$ cat config.mk
export PLATFORM = sky130hd
export DESIGN_NAME = uart_tx_arbiter
export DESIGN_NICKNAME = d
export VERILOG_FILES = /design/src/rtl/uart_pkg.sv /design/src/rtl/uart_tx_arbiter_rr.sv /design/src/rtl/uart_tx_arbiter.sv
export SDC_FILE = /design/constraint.sdc
export NUM_CORES = 1
export LEC_CHECK = 0
export ABC_AREA = 0
export CAP_MARGIN = 20
export CORE_ASPECT_RATIO = 1.5
export CORE_MARGIN = 10
export CORE_UTILIZATION = 42
export DETAILED_ROUTE_END_ITERATION = 6
export PLACE_DENSITY = 0.9
export REMOVE_ABC_BUFFERS = 1
export SLEW_MARGIN = 20
export SYNTH_ARGS = -nofsm -noshare
export SYNTH_HDL_FRONTEND = slang
export SYNTH_SLANG_ARGS = --single-unit
$ cat constraint.sdc
create_clock -name clk_10ns -period 2.3 [get_ports clk_10ns]
set_clock_uncertainty 0.15 [all_clocks]
set_input_delay 0.46 -clock clk_10ns [delete_from_list [all_inputs] [get_ports clk_10ns]]
set_output_delay 0.46 -clock clk_10ns [all_outputs]
set_load 0.005 [all_outputs]
$ cat src/rtl/uart_pkg.sv
// ============================================================================
// Module      : uart_pkg
// Description : Shared types and constants for the UART transmit arbiter.
// Revision    : 1.0 - initial release
// ============================================================================
`default_nettype none

package uart_pkg;

  localparam int UART_DATA_W = 8;

  typedef enum logic [2:0] {
    IDLE      = 3'd0,
    START     = 3'd1,
    WAIT_LOW  = 3'd2,
    WAIT_HIGH = 3'd3,
    GAP       = 3'd4
  } tx_arb_state_t;

  function automatic int max_int(input int a, input int b);
    return (a > b) ? a : b;
  endfunction

endpackage

`default_nettype wire

$ cat src/rtl/uart_tx_arbiter_rr.sv
// ============================================================================
// Module      : rr_arbiter
// Description : Combinational round-robin arbiter; the requester after ptr
//               has highest priority, wrapping modulo N.
// Revision    : 1.0 - initial release
// ============================================================================
`default_nettype none

module rr_arbiter #(
  parameter int N = 4
) (
  input  logic [N-1:0]         req,
  input  logic [$clog2(N)-1:0] ptr,
  output logic [N-1:0]         gnt,
  output logic [$clog2(N)-1:0] gnt_idx,
  output logic                 any
);

  localparam int c_IW = $clog2(N);

  logic [2*N-1:0]  w_dbl;
  logic [2*N-1:0]  w_masked;
  logic [c_IW-1:0] w_idx;

  assign w_dbl = {req, req};

  // Clearing bits 0..ptr of the doubled vector leaves ptr+1.. and the wrapped
  // copy, so the lowest surviving bit is the next requester in rotation.
  always_comb begin
    w_masked = w_dbl;
    for (int j = 0; j < 2 * N; j++) begin
      if (j <= int'(ptr)) begin
        w_masked[j] = 1'b0;
      end
    end
  end

  always_comb begin
    w_idx = '0;
    for (int j = 2 * N - 1; j >= 0; j--) begin
      if (w_masked[j]) begin
        w_idx = (j >= N) ? c_IW'(j - N) : c_IW'(j);
      end
    end
  end

  always_comb begin
    gnt = '0;
    for (int i = 0; i < N; i++) begin
      gnt[i] = any && (w_idx == c_IW'(i));
    end
  end

  assign any     = |req;
  assign gnt_idx = w_idx;

endmodule

`default_nettype wire

$ cat src/rtl/uart_tx_arbiter.sv
// ============================================================================
// Module      : uart_tx_arbiter
// Description : Round-robin sharing of one UART transmitter between NUM_REQ
//               byte sources, with start handshake, timeout and frame gap.
// Revision    : 1.0 - initial release
// ============================================================================
`default_nettype none

module uart_tx_arbiter
  import uart_pkg::*;
#(
  parameter int NUM_REQ       = 4,
  parameter int START_TIMEOUT = 16,
  parameter int GAP_CYCLES    = 0
) (
  input  logic                           clk_10ns,
  input  logic                           uart_reset,
  input  logic [NUM_REQ-1:0]             req_valid,
  input  logic [UART_DATA_W*NUM_REQ-1:0] req_data,
  output logic [NUM_REQ-1:0]             req_ack,
  input  logic                           uart_tx_ready,
  output logic                           uart_tx_start,
  output logic [UART_DATA_W-1:0]         uart_transmit_data,
  output logic                           busy,
  output logic [$clog2(NUM_REQ)-1:0]     grant_id,
  output logic                           timeout_err
);

  localparam int c_ID_W  = $clog2(NUM_REQ);
  localparam int c_TMR_W = $clog2(max_int(START_TIMEOUT, GAP_CYCLES) + 1);
  localparam logic [c_TMR_W-1:0] c_TO_LAST  = c_TMR_W'(START_TIMEOUT - 1);
  localparam logic [c_TMR_W-1:0] c_GAP_LAST = c_TMR_W'(max_int(GAP_CYCLES, 1) - 1);
  localparam logic [c_TMR_W-1:0] c_TMR_ONE  = c_TMR_W'(1);

  tx_arb_state_t          r_state;
  tx_arb_state_t          w_state_next;
  logic [c_TMR_W-1:0]     r_timer;
  logic [c_TMR_W-1:0]     w_timer_next;
  logic [c_ID_W-1:0]      r_rr_ptr;
  logic [c_ID_W-1:0]      r_grant_id;
  logic [UART_DATA_W-1:0] r_tx_data;
  logic                   r_timeout;
  logic [NUM_REQ-1:0]     w_gnt;
  logic [c_ID_W-1:0]      w_gnt_idx;
  logic                   w_any;
  logic                   w_grant;
  logic                   w_timeout;
  logic [UART_DATA_W-1:0] w_req_bytes [NUM_REQ];

  for (genvar i = 0; i < NUM_REQ; i++) begin : g_unpack
    assign w_req_bytes[i] = req_data[i*UART_DATA_W +: UART_DATA_W];
  end

  rr_arbiter #(
    .N (NUM_REQ)
  ) u_rr (
    .req     (req_valid),
    .ptr     (r_rr_ptr),
    .gnt     (w_gnt),
    .gnt_idx (w_gnt_idx),
    .any     (w_any)
  );

  always_ff @(posedge clk_10ns or posedge uart_reset) begin
    if (uart_reset) begin
      r_state <= IDLE;
      r_timer <= '0;
    end else begin
      r_state <= w_state_next;
      r_timer <= w_timer_next;
    end
  end

  always_comb begin
    w_state_next = r_state;
    w_timer_next = r_timer;
    w_grant      = 1'b0;
    w_timeout    = 1'b0;
    case (r_state)
      IDLE: begin
        // Reset gating keeps the ack low while the block is held in reset.
        if (uart_tx_ready && w_any && !uart_reset) begin
          w_grant      = 1'b1;
          w_state_next = START;
        end
      end
      START: begin
        w_timer_next = '0;
        w_state_next = WAIT_LOW;
      end
      WAIT_LOW: begin
        if (!uart_tx_ready) begin
          w_state_next = WAIT_HIGH;
        end else if (r_timer == c_TO_LAST) begin
          w_timeout    = 1'b1;
          w_state_next = IDLE;
        end else begin
          w_timer_next = r_timer + c_TMR_ONE;
        end
      end
      WAIT_HIGH: begin
        if (uart_tx_ready) begin
          w_timer_next = '0;
          w_state_next = (GAP_CYCLES > 0) ? GAP : IDLE;
        end
      end
      GAP: begin
        if (r_timer == c_GAP_LAST) begin
          w_state_next = IDLE;
        end else begin
          w_timer_next = r_timer + c_TMR_ONE;
        end
      end
      default: begin
        w_state_next = IDLE;
      end
    endcase
  end

  always_ff @(posedge clk_10ns or posedge uart_reset) begin
    if (uart_reset) begin
      r_rr_ptr   <= c_ID_W'(NUM_REQ - 1);
      r_grant_id <= '0;
      r_tx_data  <= '0;
      r_timeout  <= 1'b0;
    end else begin
      r_timeout <= w_timeout;
      if (w_grant) begin
        r_rr_ptr   <= w_gnt_idx;
        r_grant_id <= w_gnt_idx;
        r_tx_data  <= w_req_bytes[w_gnt_idx];
      end
    end
  end

  assign req_ack            = w_grant ? w_gnt : '0;
  assign uart_tx_start      = (r_state == START);
  assign busy               = (r_state != IDLE);
  assign grant_id           = r_grant_id;
  assign uart_transmit_data = r_tx_data;
  assign timeout_err        = r_timeout;

endmodule

`default_nettype wire

==> flow_summary_export.csv <==
group,metric,value,unit
run_status,run_status,"finished, violations left",
run_status,violations_in_the_final_reports,"negative setup slack",
route,route.detailed.drc,0,
setup_path,cp-end-kind,"primary output",
route,first_pass_iters,6,
place,io_buffers,55,
clock_tree,clock_tree.htree_level_count,1,
clock_tree,cts-buffers-inserted,3,
synth,yosys_warnings,0,
grt,grt_antenna_before_repair,0,
floorplanning,die-width,66.1,um
place,dp_cells,265,
layout,multi_input_comb_area,855,um2
sta,hold_viol_final,0,
synth,synth.largest_area_cell,"dfrtp_1",
route,wire_per_inst,20.0,um
clock_tree,clock-sinks,20,
sta,slew_headroom,0.747,
layout,mostFrequentLayoutCell,"clkdlybuf4s50_1",
sta,fin_crit_sh,1.03,
synth,synthesis.area_per_instance,8.65,um2
sta,final-max-slew-violation-count,0,
layout,n_fill_cell,210,
sta,tightest_slew,379,ps
setup_path,setup.worst_path.start_class,"register",
grt,grt_max_degree,15,
grt,gr-usage-all-layers,0.186,
pwr,internal_power,1300,uW
layout,antenna_cell_count,0,
layout,final_core_util,0.745,
layout,nNetsFinal,285,
clock_tree,clock_insertion_delay_worst_skew,260,ps
sta,period_needed,2380,ps
pwr,power-per-cell-area,899,nW/um2
synth,synthCells,155,
synth,area_share_of_the_leading_cell_type_in_the_synthesized_netlist,0.336,
grt,grt_first_pass_wirelength,8490,um
place,detailedPlacementHpwl,3650,um
pwr,power,2090,uW
layout,final_cell_mix,"clkdlybuf4s50_1 (45), buf_4 (35), dfrtp_1 (18), o21ai_0 (14), nor2_1 (12)",
route,detail_route.wirelength,5650,um
synth,synth_cell_types,43,
sta,worst_hold_check_slack,287,ps
grt,grt_pass1_vias,1678,
floorplanning,num_rows,25,
floorplanning,dieArea,5900,um2
job,timing.max_cap.violations,0,
setup_path,critical_path.cell_chain,"nand2b_4 > or4_4 > buf_6 > a211oi_2 > buf_2",
sta,rsz0062_at_grt,"yes",
synth,synth_enable_flop_cells,0,
pwr,sequentialPowerShare,0.300,
pwr,net-switching-power,797,uW
pwr,power.share.combinational,0.568,
sta,clock.fmax,421,MHz
route,drt_initial_violations,118,
synth,synth-main-ff-cell,"dfrtp_1",
clock_tree,cts_buffer_depth,2,
layout,layout.cells.non_filler,283,
synth,synth_top_cells_by_area,"dfrtp_1 (34%), a32oi_1 (5.2%), a41oi_1 (5.2%)",
synth,synth_area,1340,um2
floorplanning,die_h,89.2,um
layout,area.growth.synth_to_final,73.8,%
sta,setup_viol,2,
synth,synthArstFlopShare,1.00,
route,detailroute.via_count,1673,
layout,seq_area,503,um2
clock_tree,clk_root_buffer_cell,"clkbuf_8",
setup_path,critical_path.max_stage_delay,530,ps
grt,overflow,0,
floorplanning,design.portCount,56,
route,drt.antenna.violating_nets,0,
clock_tree,holdBufCountCts,0,
pwr,swShare,0.380,
pwr,leakage_power_summed_over_all_cells,0.000977,uW
setup_path,crit_path_max_fanout,2,
setup_path,cp_data_required_time,1690,ps
synth,synth-seq-area-share,0.375,
setup_path,crit_path_top_delay_cell,"or4_4",
pwr,power.ir.vdd_worst,688,uV
setup_path,worstPathArrival,1770,ps
setup_path,timing.setup.critical_path_class,"register to primary output",
pwr,power_frac_clock,0.133,
floorplanning,initial_utilization,0.429,
min_path,hp-class,"input port to async pin",
sta,final.setup.worst_slack,-77.8,ps
synth,count_of_state_elements_after_synthesis,20,
route,avgViaCountPerCell,5.91,
layout,drive_gt1_frac,0.309,
clock_tree,clock_tree_from_tritoncts,"yes",
place,finalWeightedCongestion,0.904,
clock_tree,clkSlewWorstSetupHoldPaths,80,ps
floorplanning,core-area,3130,um2
## final cells by class
type	instances	area share
multi-input cells	116	0.367
repair buffers	95	0.360
flip-flops and latches	20	0.216
clock buffers	4	0.0236
well taps	40	0.0215
inverters	8	0.0129
## logic make-up (layout without fill, tap and decap cells)
group           after synthesis  count (layout)  share of synthesized area
buf+inv                      19             107                     0.0662
fa+ha+maj                     2               2                     0.0187
simple gates                 54              54                      0.217
flops                        20              20                      0.375
compound gates               60              60                      0.323
## Yosys cell counts, drive strengths merged (5+ instances only)
cell type and count:
clkbuf 6, nand2 9, nor2 14, a41oi 8, buf 5, a32oi 8, a31oi 8, dfrtp 18
inv 8, o21ai 15, and2 8
## worst max-delay path, delay by kind of cell, from the launching register on
kind,cells,cell delay (ps)
buf+inv,2,280
flops,1,410
simple gates,2,690
compound gates,1,120
## power groups by stage
stage,Clock [uW],Sequential (uW),Combinational (uW)
after global placement,0,611,989
after floorplan,0,642,419
final,278,627,1190
after detailed placement,0,618,1010
after global routing,294,644,1270
after CTS,277,614,1110
## per-stage QoR
stage / TNS, ps / setup WS [ps] / instance area, um2
2_1_floorplan: -300 / -181 / 1280
5_1_grt: -380 / -126 / 2330
6_report: -94.6 / -77.8 / 2330
4_1_cts: -149 / -91.6 / 2320
3_5_place_dp: -3750 / -749 / 2100
3_3_place_gp: -3490 / -744 / 2100
## layer usage
metal  wire, um  vias up  global-route usage
met2       3100       84               0.337
met3        370       22              0.0263
met1       1970      802               0.203
met5          0        -                   0
met4        212        0              0.0899
li1           -      765                   -
## registers in the layout, summed over array words and instances, names as in the netlist
signal,count
grant_id,2
timeout_err,1
r_timer,5
r_rr_ptr,2
uart_transmit_data,8
r_state,2
## final timing paths
kind	startpoint	slack, ps	endpoint	cells past startpoint
max	r_state[0]	-80	req_ack[1]	5
min reg2reg	grant_id[0]	350	grant_id[0]	1
max reg2reg	r_rr_ptr[0]	50	grant_id[1]	11
min in group clk_10ns	grant_id[0]	350	grant_id[0]	1
max in group asynchronous	uart_reset	1240	r_rr_ptr[0]	4
min	uart_reset	290	grant_id[0]	3
## repair_timing
| action | CTS | global route |
|---|---|---|
| setup buffers | 16 | 2 |
| gates resized for setup | 48 | 11 |
| pin swaps | 6 | 8 |
| endpoints found under the setup margin | 4 | 6 |
No activity file was read; power rests on OpenSTA's default activity.
==> patch, RTL diff (config.mk and constraints unchanged) <==
Re-encode `tx_arb_state_t` (5 states) as Gray code, 3 bits wide.
--- a/src/rtl/uart_pkg.sv
+++ b/src/rtl/uart_pkg.sv
@@ -12,7 +12,7 @@
   typedef enum logic [2:0] {
-    IDLE      = 3'd0,
-    START     = 3'd1,
-    WAIT_LOW  = 3'd2,
-    WAIT_HIGH = 3'd3,
-    GAP       = 3'd4
+    IDLE      = 3'b000,
+    START     = 3'b001,
+    WAIT_LOW  = 3'b011,
+    WAIT_HIGH = 3'b010,
+    GAP       = 3'b110
   } tx_arb_state_t;
Formal check against the unedited RTL: same outputs for any inputs over 10 cycles, from zero or initial values and one cycle with uart_reset high; not proved beyond that.
==> patch against the original RTL <==
- the run still ends with setup timing left
- routed wire length is 4.7% higher
- sequential cell count unchanged
- area after synthesis shrank 4.2%
- via count decreased by 2.6%
- design area grew 0.75%
- setup slack worse by 0.0077 ns
- total power grew 14%
- sequential power down 5.1%
==> patch: results (changes against the original RTL) <==
* Status: finished with violations
* Violated checks: setup timing
* First-pass GRT wire length at 8740 um (+2.9%)
* M1 WL at 2080 um (+5.8%)
* # nets final at 286 (+0.35%)
* Reg2reg setup slack at 0.10 ns (+0.05 ns)
* Final WL at 5920 um (+4.7%)
* GP Congestion at 0.942 (+4.2%)
* DPL Wire Length at 4020 um (+10%)
* Slew margin rel. at 0.596 (-0.151)
* Max IR drop VDD at 0.000721 V (+4.8%)
* PnR worst setup slack at -0.0856 ns (-0.00774 ns)
* Synth area leaders: dfrtp_1, ha_1, nand2_1
* Post-CTS Setup Repair Bufs at 8 (-8)
* Slowest-stage cell, CP: dfrtp_1
* Placed cells at 260 (-1.9%)
* Fillers at 193 (-8.1%)
* Setup Viol. Count Final at 1 (-1)
* Resize count post-CTS at 40 (-17%)
* Initial antenna violation count at 0 (unchanged)
* Cell count after synthesis at 145 (-6.5%)
* Static leakage at 1.06 nW (+8.1%)
* Sequential element share of the synthesized area at 0.391 (+0.0164)
* Met2 Wirelength at 3270 um (+5.5%)
* Worst r2r src: r_rr_ptr[1]
* Root Buffer: clkbuf_8
* Detailed Routing Iterations Pass 1 at 4 (-2)
* Iter 0 DRT Violations at 87 (-26%)
* Hold WS at 0.153 ns (-0.134 ns)
* CP delay by family, top: buffers and inverters
* Layout Cells excl Fill at 278 (-1.8%)
* Count of cell types in the netlist at 35 (-19%)
* Gr usage total at 0.196 (+0.0105)
* CP peak stage delay at 0.40 ns (-0.13 ns)
* Crit path from: r_state[1]
* Vias at 1629 (-2.6%)
* Top cells by instance count after synthesis: nand2_1, dfrtp_1, nor2_1
* Largest net degree at the start of global routing at 17 (+2)
* Vias in the first global route at 1742 (+3.8%)
* Share of cells above drive strength 1 at 0.331 (+0.0219)
## patch: final timing paths
kind	endpoint	cells past startpoint
worst max-delay path	req_ack[2]	9
max in group asynchronous	uart_transmit_data[0]	3
min in group clk_10ns	grant_id[1]	2
worst max register to register	uart_transmit_data[0]	5
worst min register to register	grant_id[1]	2
worst min-delay path	grant_id[0]	2
## patch: where the power goes
part | switching, mW | total (mW) | internal, mW
clock | 0.129 | 0.361 | 0.233
combinational | 0.650 | 1.43 | 0.782
sequential | 0.0969 | 0.595 | 0.498
## patch: stage by stage
step	setup TNS, ns	util	instance area (um^2)	setup WS (ns)	power [mW]
6_report	-0.0856	0.806	2350	-0.0856	2.39
3_3_place_gp	-3.88	0.713	2080	-0.628	1.71
2_1_floorplan	-9.45	-	1250	-1.05	1.11
5_1_grt	-0.258	0.806	2350	-0.159	2.53
3_5_place_dp	-4.61	0.713	2080	-0.684	1.78
4_1_cts	0	0.772	2250	0.00727	2.21
## patch: final cells by class
class | instances | area, um^2 | share of cell area
Tap cell | 39 | 48.8 | 0.0208
Clock buffer | 3 | 41.3 | 0.0176
Multi-Input combinational cell | 109 | 837 | 0.356
Inverter | 8 | 32.5 | 0.0139
Timing Repair Buffer | 98 | 856 | 0.364
Sequential cell | 20 | 503 | 0.214
Clock inverter | 1 | 30.0 | 0.0128
## patch: cells by family after synthesis
group                    share of synthesized area
AND/OR/NAND/NOR                              0.202
flip-flops                                   0.391
AO/OA/AOI/OAI                                0.290
buffers and inverters                       0.0487
adder cells (fa/ha/maj)                     0.0682
## patch: metal layers
layer  vias up  global-route usage
met5         -                   0
met4         0              0.0996
met3        17              0.0435
met2        90               0.390
met1       793               0.176
li1        729                   -
